[config.mk]
export PLATFORM = sky130hd
export DESIGN_NAME = vsq_psum_accumulator
export DESIGN_NICKNAME = d
export VERILOG_FILES = /design/src/rtl/vsq_psum_accumulator.sv
export SDC_FILE = /design/constraint.sdc
export NUM_CORES = 1
export LEC_CHECK = 0
export BUFFER_PORTS_ARGS = -buffer_cell sky130_fd_sc_hd__buf_2
export CORE_ASPECT_RATIO = 0.9
export CORE_MARGIN = 1.5
export CORE_UTILIZATION = 48
export DETAILED_ROUTE_END_ITERATION = 16
export PLACE_DENSITY = 0.64
export SLEW_MARGIN = 20
export SYNTH_ARGS = -nofsm -noshare
export SYNTH_HDL_FRONTEND = slang
export SYNTH_SLANG_ARGS = --single-unit
[constraint.sdc]
create_clock -name clk -period 9.1 [get_ports clk]
set_clock_uncertainty 0.2 [all_clocks]
set_input_delay 0 -clock clk [delete_from_list [all_inputs] [get_ports clk]]
set_output_delay 0 -clock clk [all_outputs]
set_load 0.005 [all_outputs]
[src/rtl/vsq_psum_accumulator.sv]
// VSQ partial-sum accumulator: sums partial-sum beats for one output element, then requantizes and saturates the result to OUT_W bits.
// Optional VSQ_ACC_SAT_COUNT_EN adds a saturating count of clamped results plus a synchronous clear.
module vsq_psum_accumulator #(
  parameter int PSUM_W  = 24,
  parameter int ACC_W   = 32,
  parameter int SCALE_W = 8,
  parameter int SHIFT_W = 5,
  parameter int OUT_W   = 8
) (
  input  logic               clk,
  input  logic               rst_n,
  input  logic               in_valid,
  output logic               in_ready,
  input  logic [PSUM_W-1:0]  in_psum,
  input  logic               in_last,
  input  logic [SCALE_W-1:0] cfg_scale,
  input  logic [SHIFT_W-1:0] cfg_shift,
  output logic               out_valid,
  input  logic               out_ready,
  output logic [OUT_W-1:0]   out_data,
  output logic               out_sat,
`ifdef VSQ_ACC_SAT_COUNT_EN
  input  logic               sat_count_clr,
  output logic [15:0]        sat_count,
`endif
  output logic               busy
);

  localparam int PROD_W = ACC_W + SCALE_W;
  localparam int RND_W  = PROD_W + 1;
  localparam logic [RND_W-1:0] OUT_MAX = RND_W'((64'd1 << OUT_W) - 64'd1);

  typedef enum logic [1:0] {ACC, MUL, RND, OUT} state_t;

  state_t              state, state_nxt;
  logic [ACC_W-1:0]    acc;
  logic                acc_sat;
  logic [SCALE_W-1:0]  scale_q;
  logic [SHIFT_W-1:0]  shift_q;
  logic [PROD_W-1:0]   prod;
  logic [ACC_W:0]      acc_sum;
  logic [RND_W-1:0]    rnd_bias;
  logic [RND_W-1:0]    rnd_val;
  logic                r_ovf;
  logic                accept;
  logic                out_fire;

  assign accept   = in_valid & in_ready;
  assign out_fire = out_valid & out_ready;

  // One extra bit catches the carry that signals accumulator saturation.
  assign acc_sum = {1'b0, acc} + (ACC_W + 1)'(in_psum);

  // Round half up: add half an LSB of the post-shift result before shifting.
  always_comb begin
    // NOTE: every comb output gets a default first so no path can infer a latch.
    rnd_bias = '0;
    if (shift_q != '0) rnd_bias = RND_W'(1) << (shift_q - 1'b1);
    rnd_val = ({1'b0, prod} + rnd_bias) >> shift_q;
    r_ovf   = rnd_val > OUT_MAX;
  end

  // State register
  always_ff @(posedge clk or negedge rst_n) begin
    // NOTE: non-blocking assignments keep every flop updating from pre-edge values.
    if (!rst_n) state <= ACC;
    else        state <= state_nxt;
  end

  // Next-state logic
  always_comb begin
    state_nxt = state;
    case (state)
      ACC:     if (accept && in_last) state_nxt = MUL;
      MUL:     state_nxt = RND;
      RND:     state_nxt = OUT;
      OUT:     if (out_fire) state_nxt = ACC;
      default: state_nxt = ACC;
    endcase
  end

  // Moore outputs
  always_comb begin
    in_ready = (state == ACC);
    busy     = (state != ACC) || (acc != '0);
  end

  // Datapath
  always_ff @(posedge clk or negedge rst_n) begin
    if (!rst_n) begin
      acc       <= '0;
      acc_sat   <= 1'b0;
      scale_q   <= '0;
      shift_q   <= '0;
      prod      <= '0;
      out_valid <= 1'b0;
      out_data  <= '0;
      out_sat   <= 1'b0;
    end else begin
      case (state)
        ACC: begin
          if (accept) begin
            acc <= acc_sum[ACC_W] ? '1 : acc_sum[ACC_W-1:0];
            if (acc_sum[ACC_W]) acc_sat <= 1'b1;
            // Shadow the config on the last beat so it may change during the MUL/RND/OUT states.
            if (in_last) begin
              scale_q <= cfg_scale;
              shift_q <= cfg_shift;
            end
          end
        end
        MUL: prod <= PROD_W'(acc) * PROD_W'(scale_q);
        RND: begin
          out_data  <= r_ovf ? '1 : rnd_val[OUT_W-1:0];
          out_sat   <= r_ovf | acc_sat;
          out_valid <= 1'b1;
        end
        OUT: begin
          if (out_ready) begin
            out_valid <= 1'b0;
            acc       <= '0;
            acc_sat   <= 1'b0;
          end
        end
        default: ;
      endcase
    end
  end

`ifdef VSQ_ACC_SAT_COUNT_EN
  // Clear takes priority over a coincident increment; the count sticks at all-ones.
  always_ff @(posedge clk or negedge rst_n) begin
    if (!rst_n)                                          sat_count <= '0;
    else if (sat_count_clr)                              sat_count <= '0;
    else if (out_fire && out_sat && (sat_count != '1))   sat_count <= sat_count + 16'd1;
  end
`endif

endmodule

==> qor.csv <==
metric,value,unit
Hold Path Cell Cnt,6,
RSZ-0062 raised after global routing,false,
PortBufs,53,
first-pass GRT wire length,83400,um
r2r setup slk,1.97,ns
CP arrival,7.20,ns
Worst setup startpoint,scale_q[4]$_DFFE_PN0P_,
Max Slew Vio Count,0,
share of cells above drive strength 1,9.31,%
Syn Area/Cell,8.21,um^2
GRT Total Usage,27.7,%
# resized after CTS,0,
number of antenna violations at the first check in global routing,0,
crit path max fanout,33,
total CTS buffers,9,
Peak VDD IR,0.000347,V
final WL,49700,um
R2R Path Start,scale_q[4]$_DFFE_PN0P_,
DRC,0,
Post-synth EDFFs,0,
syn nets,2515,
Netlist Area Pre-Place,17800,um^2
Sw Ratio,55.6,%
area post-placement,18300,um^2
"most common cell after layout, fill and taps aside",nand2_1,
Leak,0.00894,uW
outcome,finished clean,
Worst Path Required,9.17,ns
# rows,66,
starting density of the core,49.1,%
"Seq/Total Area, Yosys",13.8,%
crit path launch type,flip-flop,
Layout Nets,2499,
"antenna viol nets, final",0,
total number of vias,15794,
Min Hold Slack,0.0209,ns
CORE AREA,36300,um^2
Least-Margin Pin Slew,1.05,ns
DIE AREA,38300,um^2
R2R Path End,prod[38]$_DFFE_PN0N_,
Fillers,3516,
internal power,3250,uW
sequential share of power,13.8,%
Via density,5.99,
combinational power share,81.2,%
Die W,206,um
Most used DFF post-synth,dfrtp_1,
GRT Residual Overflow,0,
# diodes,0,
R2R cell count,20,
Final setup viols,0,
Clock Latency Late Sink,0.38,ns
final hold viol count,0,
IO Pins,54,
synthesis-to-layout area growth,6.29,%
last element of the critical path,prod[38]$_DFFE_PN0N_,
Detailed Routing Iterations Pass 1,5,
headroom to the max-slew limit,28.4,%
maximum operating frequency,140,MHz
Crit Path Class,flip-flop to flip-flop,
DR iter-0 viols,1305,
largest net degree at the start of global routing,67,
depth of the CTS H-tree,3,
CTS max path bufs,2,
synthesized instance count,2171,
Maximum Capacitance Violations,0,
HPWL Detailed,38900,um
share of the synthesized area in the top cell type,20.4,%
"Reg clk slew, reported paths",0.07,ns
Async SR Flop Fraction,100,%
Area contributors post-synth,"fa_1, dfrtp_1, ha_1, nand2_1, inv_1",
placer's final routability congestion estimate,0.981,
leading area contributor after synthesis,fa_1,
"Warnings, synthesis",0,
PwrDens,387,nW/um^2
CTS tree,done,
Net Switching,4070,uW
clock share of power,5.0,%
Die H,186,um
Synth cell types,93,
post-route design area,18900,um^2
most frequent cells in the layout,"nand2_1, inv_1, fa_1",
setup repair bufs after CTS,0,
Worst setup EP type,flip-flop,
Period minus WS final,7.13,ns
clock sink total,98,
mean routed wirelength per cell,18.9,um
number of global-route vias before repair,15819,
Final Cycle Share,78.4,%
TNS Setup,0,ns
synthesized flop and latch total,98,
hold crit path type,input port to flip-flop,
root buffer cell,clkbuf_16,
## cells by family (layout without fill, tap and decap cells)
group / Yosys count / after routing / synth area share [%]
AOI/OAI and AO/OA: 509 / 509 / 19.9
xor gates and xnor gates: 75 / 75 / 3.68
and+or+nand+nor: 750 / 750 / 20.2
buffers and inverters: 347 / 336 / 7.36
other: 1 / 1 / 0.0210
adders and majority gates: 302 / 302 / 28.9
DFF: 98 / 98 / 13.8
muxes: 89 / 89 / 6.23
## power groups by stage
stage	registers [uW]	clock network, uW	logic (uW)
3_5_place_dp	1010	0	5870
5_1_grt	1050	395	6680
3_3_place_gp	1000	0	5790
4_1_cts	1000	377	5930
6_report	1010	367	5950
2_1_floorplan	684	0	4740
## how the worst min path moves through the flow
stage | start | to | slack (ns)
after floorplan | rst_n | acc[0]$_DFFE_PN0P_ | -0.50
after global placement | rst_n | acc[21]$_DFFE_PN0P_ | -0.23
after detailed placement | rst_n | acc[21]$_DFFE_PN0P_ | -0.23
after CTS | in_psum[7] | acc[8]$_DFFE_PN0P_ | 0.008
after global routing | in_psum[9] | acc[9]$_DFFE_PN0P_ | 0.05
final | in_psum[7] | acc[8]$_DFFE_PN0P_ | 0.02
## metal layers
| metal | routed length, um | GRT usage, % | vias to the layer above |
|---|---|---|---|
| li1 | - | - | 7461 |
| met1 | 22700 | 38.8 | 7799 |
| met2 | 22600 | 44.6 | 483 |
| met3 | 3700 | 5.53 | 51 |
| met4 | 713 | 5.30 | 0 |
| met5 | 0 | 0 | - |
## cell type report
type                    count  area (um^2)  area share, %
flip-flops and latches     98         2460           13.0
clock inverters             4         30.0          0.158
multi-input cells        1726        14100           74.2
clock buffers              12          236           1.25
well taps                 476          596           3.14
repair buffers            104          751           3.96
inverters                 216          811           4.28
## state kept, by name, indices dropped and copies added, names as in the netlist
register,flops
prod,40
acc,32
out_data,8
scale_q,8
shift_q,5
state,2
acc_sat,1
out_sat,1
out_valid,1
## worst max-delay path: stages, from the launching register on
cell and delay, ns:
dfrtp_1 1.05, nand2_1 0.18, fa_1 0.50, fa_1 0.55
inv_1 0.06, fa_1 0.46, fa_1 0.49, ha_1 0.35
o21a_1 0.14, o21ai_0 0.09, a21boi_0 0.30, o22ai_1 0.23
a2111oi_0 0.94, o31ai_1 0.21, a21oi_1 0.29, o221a_2 0.25
o21a_1 0.13, o21a_1 0.13, o41ai_1 0.08, xnor2_1 0.12
mux2_2 0.26
## synthesized netlist by cell type, drive strengths merged, types with 38 or more instances
cell type,count
dfrtp,98
a21o,49
a21oi,130
and2,120
nand2,293
clkbuf,103
inv,214
a211oi,38
fa,182
nor3,52
mux2,46
xnor2,54
o21ai,92
ha,120
nor2,131
## repair_timing
action	4_1_cts	5_1_grt
hold endpoints to repair	66	0
hold buffers	36	0
endpoints found under the setup margin	0	0
## metrics by stage
| step | power [uW] | worst slack (ns) | utilization, % | std cells |
|---|---|---|---|---|
| after CTS | 7310 | 1.89 | 52.1 | 2636 |
| after detailed placement | 6880 | 1.94 | 50.4 | 2584 |
| after floorplan | 5430 | 3.07 | - | 2171 |
| after global placement | 6790 | 2.08 | 50.4 | 2584 |
| after global routing | 8130 | 1.45 | 52.1 | 2636 |
| final | 7330 | 1.97 | 52.1 | 2636 |
Power figures use the tool's default switching activity.
